===== src/rtl/dec_lcd_writer.sv =====
// Writes a signed 1.7-digit decimal value as one 10-character line to an
// HD44780-style LCD in 8-bit write-only mode.
module dec_lcd_writer #(
  parameter logic [15:0] SETUP_CYCLES = 16'd2,
  parameter logic [15:0] EN_CYCLES    = 16'd12,
  parameter logic [15:0] GAP_CYCLES   = 16'd2000,
  parameter logic [6:0]  LINE_ADDR    = 7'h40
) (
  input  logic       iCLK,
  input  logic       iRST_N,
  input  logic       start_i,
  input  logic       sign_i,
  input  logic [3:0] int_i,
  input  logic [3:0] z0,
  input  logic [3:0] z1,
  input  logic [3:0] z2,
  input  logic [3:0] z3,
  input  logic [3:0] z4,
  input  logic [3:0] z5,
  input  logic [3:0] z6,
  output logic       busy_o,
  output logic       done_o,
  output logic [7:0] lcd_data_o,
  output logic       lcd_rs_o,
  output logic       lcd_rw_o,
  output logic       lcd_en_o
);

  typedef enum logic [1:0] {
    IDLE,
    SETUP,
    ENH,
    GAP
  } state_t;

  localparam logic [3:0] LAST_IDX = 4'd10;

  state_t           state_q, state_d;
  logic [15:0]      cnt_q, cnt_d;
  logic [3:0]       idx_q, idx_d;
  logic             sign_q, sign_d;
  logic [3:0]       int_q, int_d;
  logic [6:0][3:0]  frac_q, frac_d;
  logic             busy_q, busy_d;
  logic             done_q, done_d;
  logic [7:0]       data_q, data_d;
  logic             rs_q, rs_d;
  logic             en_q, en_d;

  function automatic logic [7:0] digit_char(input logic [3:0] d);
    return (d <= 4'd9) ? {4'h3, d} : 8'h23;
  endfunction

  // Byte for a given transfer slot: address command, sign, integer, point, fraction.
  function automatic logic [7:0] slot_char(
    input logic            [3:0] idx,
    input logic                  sgn,
    input logic            [3:0] ival,
    input logic [6:0][3:0]       frac
  );
    logic [7:0] c;
    case (idx)
      4'd0:    c = {1'b1, LINE_ADDR};
      4'd1:    c = sgn ? 8'h2D : 8'h2B;
      4'd2:    c = digit_char(ival);
      4'd3:    c = 8'h2E;
      4'd4:    c = digit_char(frac[0]);
      4'd5:    c = digit_char(frac[1]);
      4'd6:    c = digit_char(frac[2]);
      4'd7:    c = digit_char(frac[3]);
      4'd8:    c = digit_char(frac[4]);
      4'd9:    c = digit_char(frac[5]);
      default: c = digit_char(frac[6]);
    endcase
    return c;
  endfunction

  always_comb begin
    state_d = state_q;
    cnt_d   = cnt_q + 16'd1;
    idx_d   = idx_q;
    sign_d  = sign_q;
    int_d   = int_q;
    frac_d  = frac_q;
    busy_d  = busy_q;
    done_d  = 1'b0;
    data_d  = data_q;
    rs_d    = rs_q;
    en_d    = en_q;

    case (state_q)
      IDLE: begin
        cnt_d = '0;
        if (start_i) begin
          state_d = SETUP;
          idx_d   = '0;
          sign_d  = sign_i;
          int_d   = int_i;
          frac_d  = {z6, z5, z4, z3, z2, z1, z0};
          busy_d  = 1'b1;
          data_d  = {1'b1, LINE_ADDR};
          rs_d    = 1'b0;
        end
      end
      SETUP: begin
        if (cnt_q == SETUP_CYCLES - 16'd1) begin
          state_d = ENH;
          cnt_d   = '0;
          en_d    = 1'b1;
        end
      end
      ENH: begin
        if (cnt_q == EN_CYCLES - 16'd1) begin
          state_d = GAP;
          cnt_d   = '0;
          en_d    = 1'b0;
        end
      end
      GAP: begin
        if (cnt_q == GAP_CYCLES - 16'd1) begin
          cnt_d = '0;
          if (idx_q == LAST_IDX) begin
            state_d = IDLE;
            busy_d  = 1'b0;
            done_d  = 1'b1;
          end else begin
            state_d = SETUP;
            idx_d   = idx_q + 4'd1;
            data_d  = slot_char(idx_q + 4'd1, sign_q, int_q, frac_q);
            rs_d    = 1'b1;
          end
        end
      end
      default: begin
        state_d = IDLE;
        cnt_d   = '0;
      end
    endcase
  end

  always_ff @(posedge iCLK) begin
    if (!iRST_N) begin
      state_q <= IDLE;
      cnt_q   <= '0;
      idx_q   <= '0;
      sign_q  <= 1'b0;
      int_q   <= '0;
      frac_q  <= '0;
      busy_q  <= 1'b0;
      done_q  <= 1'b0;
      data_q  <= 8'h00;
      rs_q    <= 1'b0;
      en_q    <= 1'b0;
    end else begin
      state_q <= state_d;
      cnt_q   <= cnt_d;
      idx_q   <= idx_d;
      sign_q  <= sign_d;
      int_q   <= int_d;
      frac_q  <= frac_d;
      busy_q  <= busy_d;
      done_q  <= done_d;
      data_q  <= data_d;
      rs_q    <= rs_d;
      en_q    <= en_d;
    end
  end

  assign busy_o     = busy_q;
  assign done_o     = done_q;
  assign lcd_data_o = data_q;
  assign lcd_rs_o   = rs_q;
  assign lcd_rw_o   = 1'b0;
  assign lcd_en_o   = en_q;

endmodule


===== config.mk =====
export PLATFORM = sky130hd
export DESIGN_NAME = dec_lcd_writer
export DESIGN_NICKNAME = d
export VERILOG_FILES = /design/src/rtl/dec_lcd_writer.sv
export SDC_FILE = /design/constraint.sdc
export NUM_CORES = 1
export LEC_CHECK = 0
export CAP_MARGIN = 10
export CORE_UTILIZATION = 25
export CTS_CLUSTER_SIZE = 20
export DETAILED_ROUTE_END_ITERATION = 7
export REMOVE_ABC_BUFFERS = 1
export SLEW_MARGIN = 5
export SYNTH_ARGS = -nofsm -noshare
export SYNTH_HDL_FRONTEND = slang
export SYNTH_SLANG_ARGS = --single-unit

===== constraint.sdc =====
create_clock -name iCLK -period 3.9 [get_ports iCLK]
set_clock_uncertainty 0.05 [all_clocks]
set_input_delay 0.585 -clock iCLK [delete_from_list [all_inputs] [get_ports iCLK]]
set_output_delay 0.585 -clock iCLK [all_outputs]
set_load 0.005 [all_outputs]

### Yosys cells after proc, flatten, opt, wreduce, memory -nomap -nowiden

Cells that the tools add are included.
W data, S select, Z words.

| word-level totals | value |
|---|---|
| bits in registers | 67 |
| bits of input ports | 36 |
| word-level logic and storage cells | 99 |

| cells by class | value |
|---|---|
| add/sub/neg operators | 2 |
| $lt $le $gt $ge | 8 |
| equal/unequal tests | 22 |
| mux-type cells | 40 |
| reductions and logical operators | 10 |

Operators by type and width:

| kind | count |
|---|---|
| $pmux W8 S10 | 1 |
| $pmux W16 S4 | 1 |
| $mux W16 | 3 |
| $mux W5 | 8 |
| $le A4 B4 Y1 const B | 8 |
| $mux W8 | 3 |
| $add A16 B1 Y16 const B | 1 |
| $eq A16 B1 Y1 const B | 1 |
| $eq A16 B11 Y1 const B | 1 |
| $eq A16 B4 Y1 const B | 1 |
| $eq A4 B3 Y1 const B | 4 |
| $pmux W8 S2 | 1 |
| $eq A4 B4 Y1 const B | 3 |
| $mux W4 | 3 |
| $ne A2 B2 Y1 const B | 6 |
| $reduce_and A4 Y1 | 3 |
| $mux W1 | 10 |
| $eq A4 B2 Y1 const B | 2 |
| $mux W2 | 4 |
| $pmux W2 S4 | 1 |
| $pmux W4 S2 | 1 |
| $pmux W1 S2 | 3 |
| $reduce_and A3 Y1 | 2 |
| $add A4 B1 Y4 const B | 1 |
| 8 further kinds | 10 |

### Longest topological paths before layout

Gate-level depths: netlist of the first run.

| logic depth | value |
|---|---|
| word-level depth | 6 |
| mapped depth | 10 |
| depth with buffers taken out | 8 |

### Worst setup path before layout of the first run

OpenSTA, ideal clock, no wires.

| timing path | value |
|---|---|
| path kind | flip-flop to flip-flop |
| start | reg idx_q[0] |
| end | reg data_q[1] (netlist: lcd_data_o[1]) |
| setup time | 0.117 ns |
| arrival time | 2.244 ns |
| data required time | 3.733 ns |
| setup slack | 1.489 ns |
| cell stages (with the launch flop) | 11 |
| period minus slack after synthesis | 2.411 ns |
| path through | dfxtp_1 > clkbuf_1 > inv_1 > ha_1 > clkbuf_1 > inv_1 > o21ai_0 > a22o_1 > nor2_1 > or4b_2 > a22o_1 |

| between the ends | value |
|---|---|
| word-level cells in the longest chain between the ends | 6 |
| elaborated cells between the ends (all ways) | 18 |
| classes of those cells | 1 x add/sub; 11 x eq/ne; 4 x mux; 2 x reduce/logical |

RTL lines:

| element | RTL line | source |
|---|---|---|
| from (decl) | 40 | `logic [3:0] idx_q, idx_d;` |
| from (signal assigned) | 157 | `idx_q <= idx_d;` |
| $add A4 B1 Y4 | 129 | `data_d = slot_char(idx_q + 4'd1, sign_q, int_q, frac_q);` |
| $eq A4 B4 Y1 (tied with other cells) | 62 | `case (idx)` |
| $pmux W8 S10 | 62 |  |
| $mux W8 | 122 | `if (idx_q == LAST_IDX) begin` |
| $mux W8 | 120 | `if (cnt_q == GAP_CYCLES - 16'd1) begin` |
| $pmux W8 S2 | 91 | `case (state_q)` |
| to (signal assigned) | 163 | `data_q <= data_d;` |
| to (decl) | 46 | `logic [7:0] data_q, data_d;` |

Several ways; a longest one is shown, not always the timed one. The select of a mux whose other input is x is not followed.
A chain may end at the register's enable or synchronous reset.

### Worst setup path after layout of the first run

Same ends and word-level chain as after synthesis.

==> results of run 1 <==
## stage by stage
stage,std cells,setup slack (ps),hold WS [ps]
after floorplan,448,1418,381.1
after global placement,677,1103,394.4
after detailed placement,677,1052,399.9
after CTS,693,1033,408.0
after global routing,693,805.7,429.9
final,693,1001,405.1
## layout make-up
cell class | instances | area, um2 | area share, %
inverter | 16 | 60.06 | 1.322
clock inverter | 4 | 72.57 | 1.597
tap | 180 | 225.2 | 4.957
timing repair buffer | 49 | 485.5 | 10.69
sequential | 66 | 1321 | 29.08
multi-input combinational | 366 | 2112 | 46.49
clock buffer | 12 | 266.5 | 5.866
## report_power, final
group | total (W) | leakage, nW | switching, W | internal [W]
Sequential | 0.000839 | 0.538 | 0.0000816 | 0.000757
Clock | 0.000899 | 0.165 | 0.000289 | 0.000610
Combinational | 0.000492 | 0.875 | 0.000286 | 0.000206
## worst reg2reg max path, delay by kind of cell, from the launching register on
kind,cells,cell delay [ps]
DFF,1,510
AOI/OAI and AO/OA,3,550
and+or+nand+nor,3,1090
adders and majority gates,1,590
## registers in the layout, summed over array words and instances (netlist names), 2 cells and up
signal      cells
frac_q         28
idx_q           4
state_q         2
cnt_q          16
int_q           4
lcd_data_o      7
## layer usage
metal | GRT usage (%) | up-vias
li1 | - | 1742
met2 | 22.75 | 63
met1 | 17.93 | 1592
met5 | 0 | -
met4 | 4.345 | 0
met3 | 3.020 | 9
## cells in the mapped netlist (3+ instances only)
cell type	n	area [um2]
o32ai_1	3	26.28
ha_1	10	125.1
a21oi_1	58	290.3
nand3b_1	3	22.52
nor2_1	37	138.9
a22o_1	4	35.03
nand3_1	13	65.06
clkbuf_1	26	97.59
a22oi_1	3	22.52
a21boi_0	3	22.52
nor3_1	11	55.05
a21o_1	3	22.52
xor2_1	9	78.83
nor2b_1	8	50.05
nand4_1	5	31.28
o211ai_1	4	30.03
o21ai_0	18	90.09
or3_1	3	18.77
or4_4	3	33.78
dfxtp_1	66	1321
nand2_1	94	352.8
inv_1	16	60.06
and2_1	3	18.77
nand2b_1	5	31.28
o31ai_1	4	30.03
a211oi_1	5	37.54
mux2i_1	3	30.03
xnor2_1	6	52.55
nor4_1	4	25.02
and3_1	6	37.54
## cell families after synthesis
family | synth area share [%]
simple gates | 28.00
compound gates | 22.08
flops | 36.55
buf+inv | 5.019
xor+xnor | 3.635
fa+ha+maj | 3.461
mux | 1.142
other cells | 0.1037
## how the worst max path moves through the flow
stage / startpoint / to / cells past startpoint
after floorplan: idx_q[0] / lcd_data_o[1] / 7
after global placement: idx_q[0] / lcd_data_o[1] / 7
after detailed placement: idx_q[1] / lcd_data_o[1] / 7
after CTS: idx_q[0] / lcd_data_o[1] / 7
after global routing: idx_q[0] / lcd_data_o[1] / 7
final: idx_q[0] / lcd_data_o[1] / 7
==> results.yml, run 1 <==
route:
  met3WireLength_um: 420
  via_per_inst: 4.915
  first_pass_iters: 5
  top_layer_used: "met4"
  wl_met1_mm: 4.562
  wl_per_cell_um: 13.98
  num_vias: 3406
  routed-wl-met2_mm: 4.586
  ant_nets: 0
  drt-total-wl_mm: 9.686
  dr.first_iter.drc_count: 243
  drc: 0
worst_setup_path:
  path_buf_inv: 0
  critPathSlowestCell: "or4b_2"
  cp_common_cell: "a22o_1"
  crit_arrival_ps: 3070
  critical_path_class: "reg2reg"
  slowest_delay_ps: 610
  crit_chain: "ha_1 > nor2b_1 > a211oi_1 > a22o_1 > nor2_1 > or4b_2 > a22o_1"
  startpoint_type: "flip-flop"
  r2r_cells: 7
  cp.required_ps: 4070
  timing.rr.end: "lcd_data_o[1]"
  setup.reg_to_reg.worst_slack_ps: 1000
  r2r-start: "idx_q[0]"
  critPathTopFamily: "simple AND/OR/NAND/NOR gates"
  worst_setup_path_end_kind: "flip-flop"
  crit_fanout: 18
clock_network:
  tritoncts: "done"
  cts_setup_buffers: 0
  clock_sinks: 66
  ctsResizeCount: 0
  cts_root_buffer: "clkbuf_16"
  clkSlewWorstSetupHoldPaths_ps: 50
  cts_buffer_depth: 2
  clk_latency_ps: 330
  cts.htree.levels: 3
  cts_hold_buffers: 0
  cts_buffers: 9
placement:
  place_area_mm2: 0.004204
  io_buffers: 47
  gp_congestion: 0.8272
  hpwl_mm: 7.104
cells_and_area:
  num_antenna_cells: 0
  area_delta_synth_final_pct: 25.68
  layout.nets: 554
  layout_commonest_cell: "nand2_1"
  final_area_mm2: 0.004543
  mostFrequentLayoutCells: "94 x nand2_1, 66 x dfxtp_1, 58 x a21oi_1"
  drive_above_1_share_pct: 6.238
  nFillCells: 1508
  fin_util_pct: 32.48
logic_synthesis:
  postSynthCellCount: 478
  synth_warnings: 0
  synth_cell_types: 62
  avgSynthCellArea_um2: 7.562
  syn_area_mm2: 0.003615
  async_flop_share_pct: 0
  synth_seq_area_share_pct: 36.55
  ys_seq_elements: 66
  synth_ff_type: "dfxtp_1"
  synth_enable_flop_cells: 0
global_route:
  grt_pass1_vias: 3365
  grt_max_degree: 47
  globalRouteOverflowTotal: 0
  antenna_found_initial: 0
  grt_usage_pct: 13.84
  grt_pass1_wl_mm: 16.31
worst_hold_path:
  hold_path.class: "reg2reg"
  min_to: "lcd_rs_o"
  min-delay-start: "lcd_rs_o"
  hold_depth: 2
run:
  drv_cap: 0
sta:
  rsz0062_at_grt: "false"
  slew_violations: 0
  fin_tns_setup_ps: 0
  slew_headroom_pct: 31.23
  final.period_utilization_pct: 74.34
  worstMarginPinSlew_ps: 1029
  hold_viol_final: 0
  max_freq_mhz: 344.9
  finalSetupViolCount: 0
  min_period_ps: 2899
floorplanning:
  rows: 43
  die_area_mm2: 0.01494
  die_height_um: 122.2
  initial_utilization_pct: 25.84
  io_pins: 49
  core_mm2: 0.01399
  die_w_um: 122.2
power:
  power.leakage_nw: 1.578
  power_density_mw_per_mm2: 491.0
  peakVddDrop_mv: 0.1879
  power_w: 0.002231
status:
  outcome: "complete, no violations"
Power figures use the tool's default switching activity.
==> inputs of run 2 (changes only) <==
clock period = 2.85 ns   (was 3.9 ns; I/O delays follow)
==> results.yml, run 2 (same netlist as run 1, synthesis figures left out) <==
status:
  outcome: "complete, no violations"
route:
  num_vias: 3420
  first_pass_iters: 5
  ant_nets: 0
  drt-total-wl_mm: 9.718
  via_per_inst: 4.879
  wl_per_cell_um: 13.86
  drc: 0
  dr.first_iter.drc_count: 202
worst_setup_path:
  crit_fanout: 12
  cp.required_ps: 3030
  crit_arrival_ps: 2850
  r2r-start: "idx_q[0]"
  slowest_delay_ps: 620
  critical_path_class: "reg2reg"
  worst_setup_path_end_kind: "flip-flop"
  critPathSlowestCell: "or4b_2"
  cp_common_cell: "a22o_1"
  startpoint_type: "flip-flop"
  crit_chain: "ha_1 > nor2_1 > a21oi_1 > o32ai_1 > a22o_1 > or4b_2 > a22o_1"
  crit_path_start: "idx_q[0]"
run:
  drv_cap: 0
clock_network:
  cts_buffer_depth: 2
  tritoncts: "done"
  clk_latency_ps: 340
  cts.htree.levels: 3
  clock_sinks: 66
  clkSlewWorstSetupHoldPaths_ps: 60
  cts_root_buffer: "clkbuf_16"
  cts_buffers: 9
power:
  peakVddDrop_mv: 0.3709
  power_density_mw_per_mm2: 625.7
  power.leakage_nw: 1.588
global_route:
  grt_max_degree: 34
  grt_pass1_wl_mm: 15.96
  grt_usage_pct: 13.77
  globalRouteOverflowTotal: 0
  antenna_found_initial: 0
  grt_pass1_vias: 3274
sta:
  min_period_ps: 2672
  rsz0062_at_grt: "false"
  slew_violations: 0
  slew_headroom_pct: 49.21
  final.period_utilization_pct: 93.76
  finalSetupViolCount: 0
  worstMarginPinSlew_ps: 759.6
  hold_viol_final: 0
  fin_tns_setup_ps: 0
  max_freq_mhz: 374.2
cells_and_area:
  final_area_mm2: 0.004544
  largest_reg_flops: 28
  mostFrequentLayoutCells: "94 x nand2_1, 66 x dfxtp_1, 57 x a21oi_1"
  top_register: "frac_q"
  layout.nets: 562
  layout_commonest_cell: "nand2_1"
  fin_util_pct: 32.49
  area_delta_synth_final_pct: 25.72
  drive_above_1_share_pct: 7.869
  num_antenna_cells: 0
floorplanning:
  rows: 43
  core_mm2: 0.01399
  die_area_mm2: 0.01494
  die_w_um: 122.2
  die_height_um: 122.2
  initial_utilization_pct: 25.84
  io_pins: 49
placement:
  gp_congestion: 0.8535
  hpwl_mm: 7.341
  io_buffers: 47
  place_area_mm2: 0.004264
worst_hold_path:
  min-delay-start: "frac_q[16]"
  hold_path.class: "reg2reg"
-- run 2: through the flow --
| step | hold slack, ps | instances | worst slack (ps) | power, W |
|---|---|---|---|---|
| after floorplan | 381.1 | 448 | 367.8 | 0.001585 |
| after global routing | 423.9 | 701 | 6.913 | 0.003015 |
| after detailed placement | 397.1 | 685 | 209.9 | 0.001862 |
| after global placement | 395.7 | 685 | 283.5 | 0.001844 |
| after CTS | 406.0 | 701 | 164.6 | 0.002889 |
| final | 404.2 | 701 | 177.7 | 0.002843 |
-- run 2: critical path, delay by kind of cell (launching register included) --
kind | cells | cell delay (ps)
and+or+nand+nor | 2 | 740
AOI/OAI and AO/OA | 4 | 810
adders and majority gates | 1 | 440
DFF | 1 | 520
-- run 2: cell type report --
cell class	count	area, um2
clock buffer	10	229.0
clock inverter	6	42.54
fill	1526	9444
inverter	16	60.06
multi-input combinational	366	2121
sequential	66	1321
tap	180	225.2
timing repair buffer	57	545.5
-- run 2: timing repair --
item                                    CTS  global route
endpoints found under the setup margin    0             1
buffers inserted                          0             0
hold buffers                              0             0
gates resized for setup                   0             2
-- run 2: worst paths after layout --
kind | to | slack [ps] | cells past startpoint
max | lcd_data_o[1] | 180 | 7
min | frac_q[16] | 400 | 2
max reg2reg | lcd_data_o[1] | 180 | 7
min reg2reg | frac_q[16] | 400 | 2
-- run 2: per-layer routing --
metal  wire length (um)  vias to the layer above  track usage [%]
li1                   -                     1755                -
met1               4559                     1595            17.59
met2               4625                       61            22.58
met3                414                        9            3.439
met4                119                        0            4.421
met5                  0                        -                0
-- run 2: power by group --
part           internal (W)  switching (W)  leakage (nW)
clock network      0.000589       0.000423         0.129
registers           0.00104       0.000111         0.538
logic              0.000289       0.000394         0.921
total               0.00191       0.000929          1.59
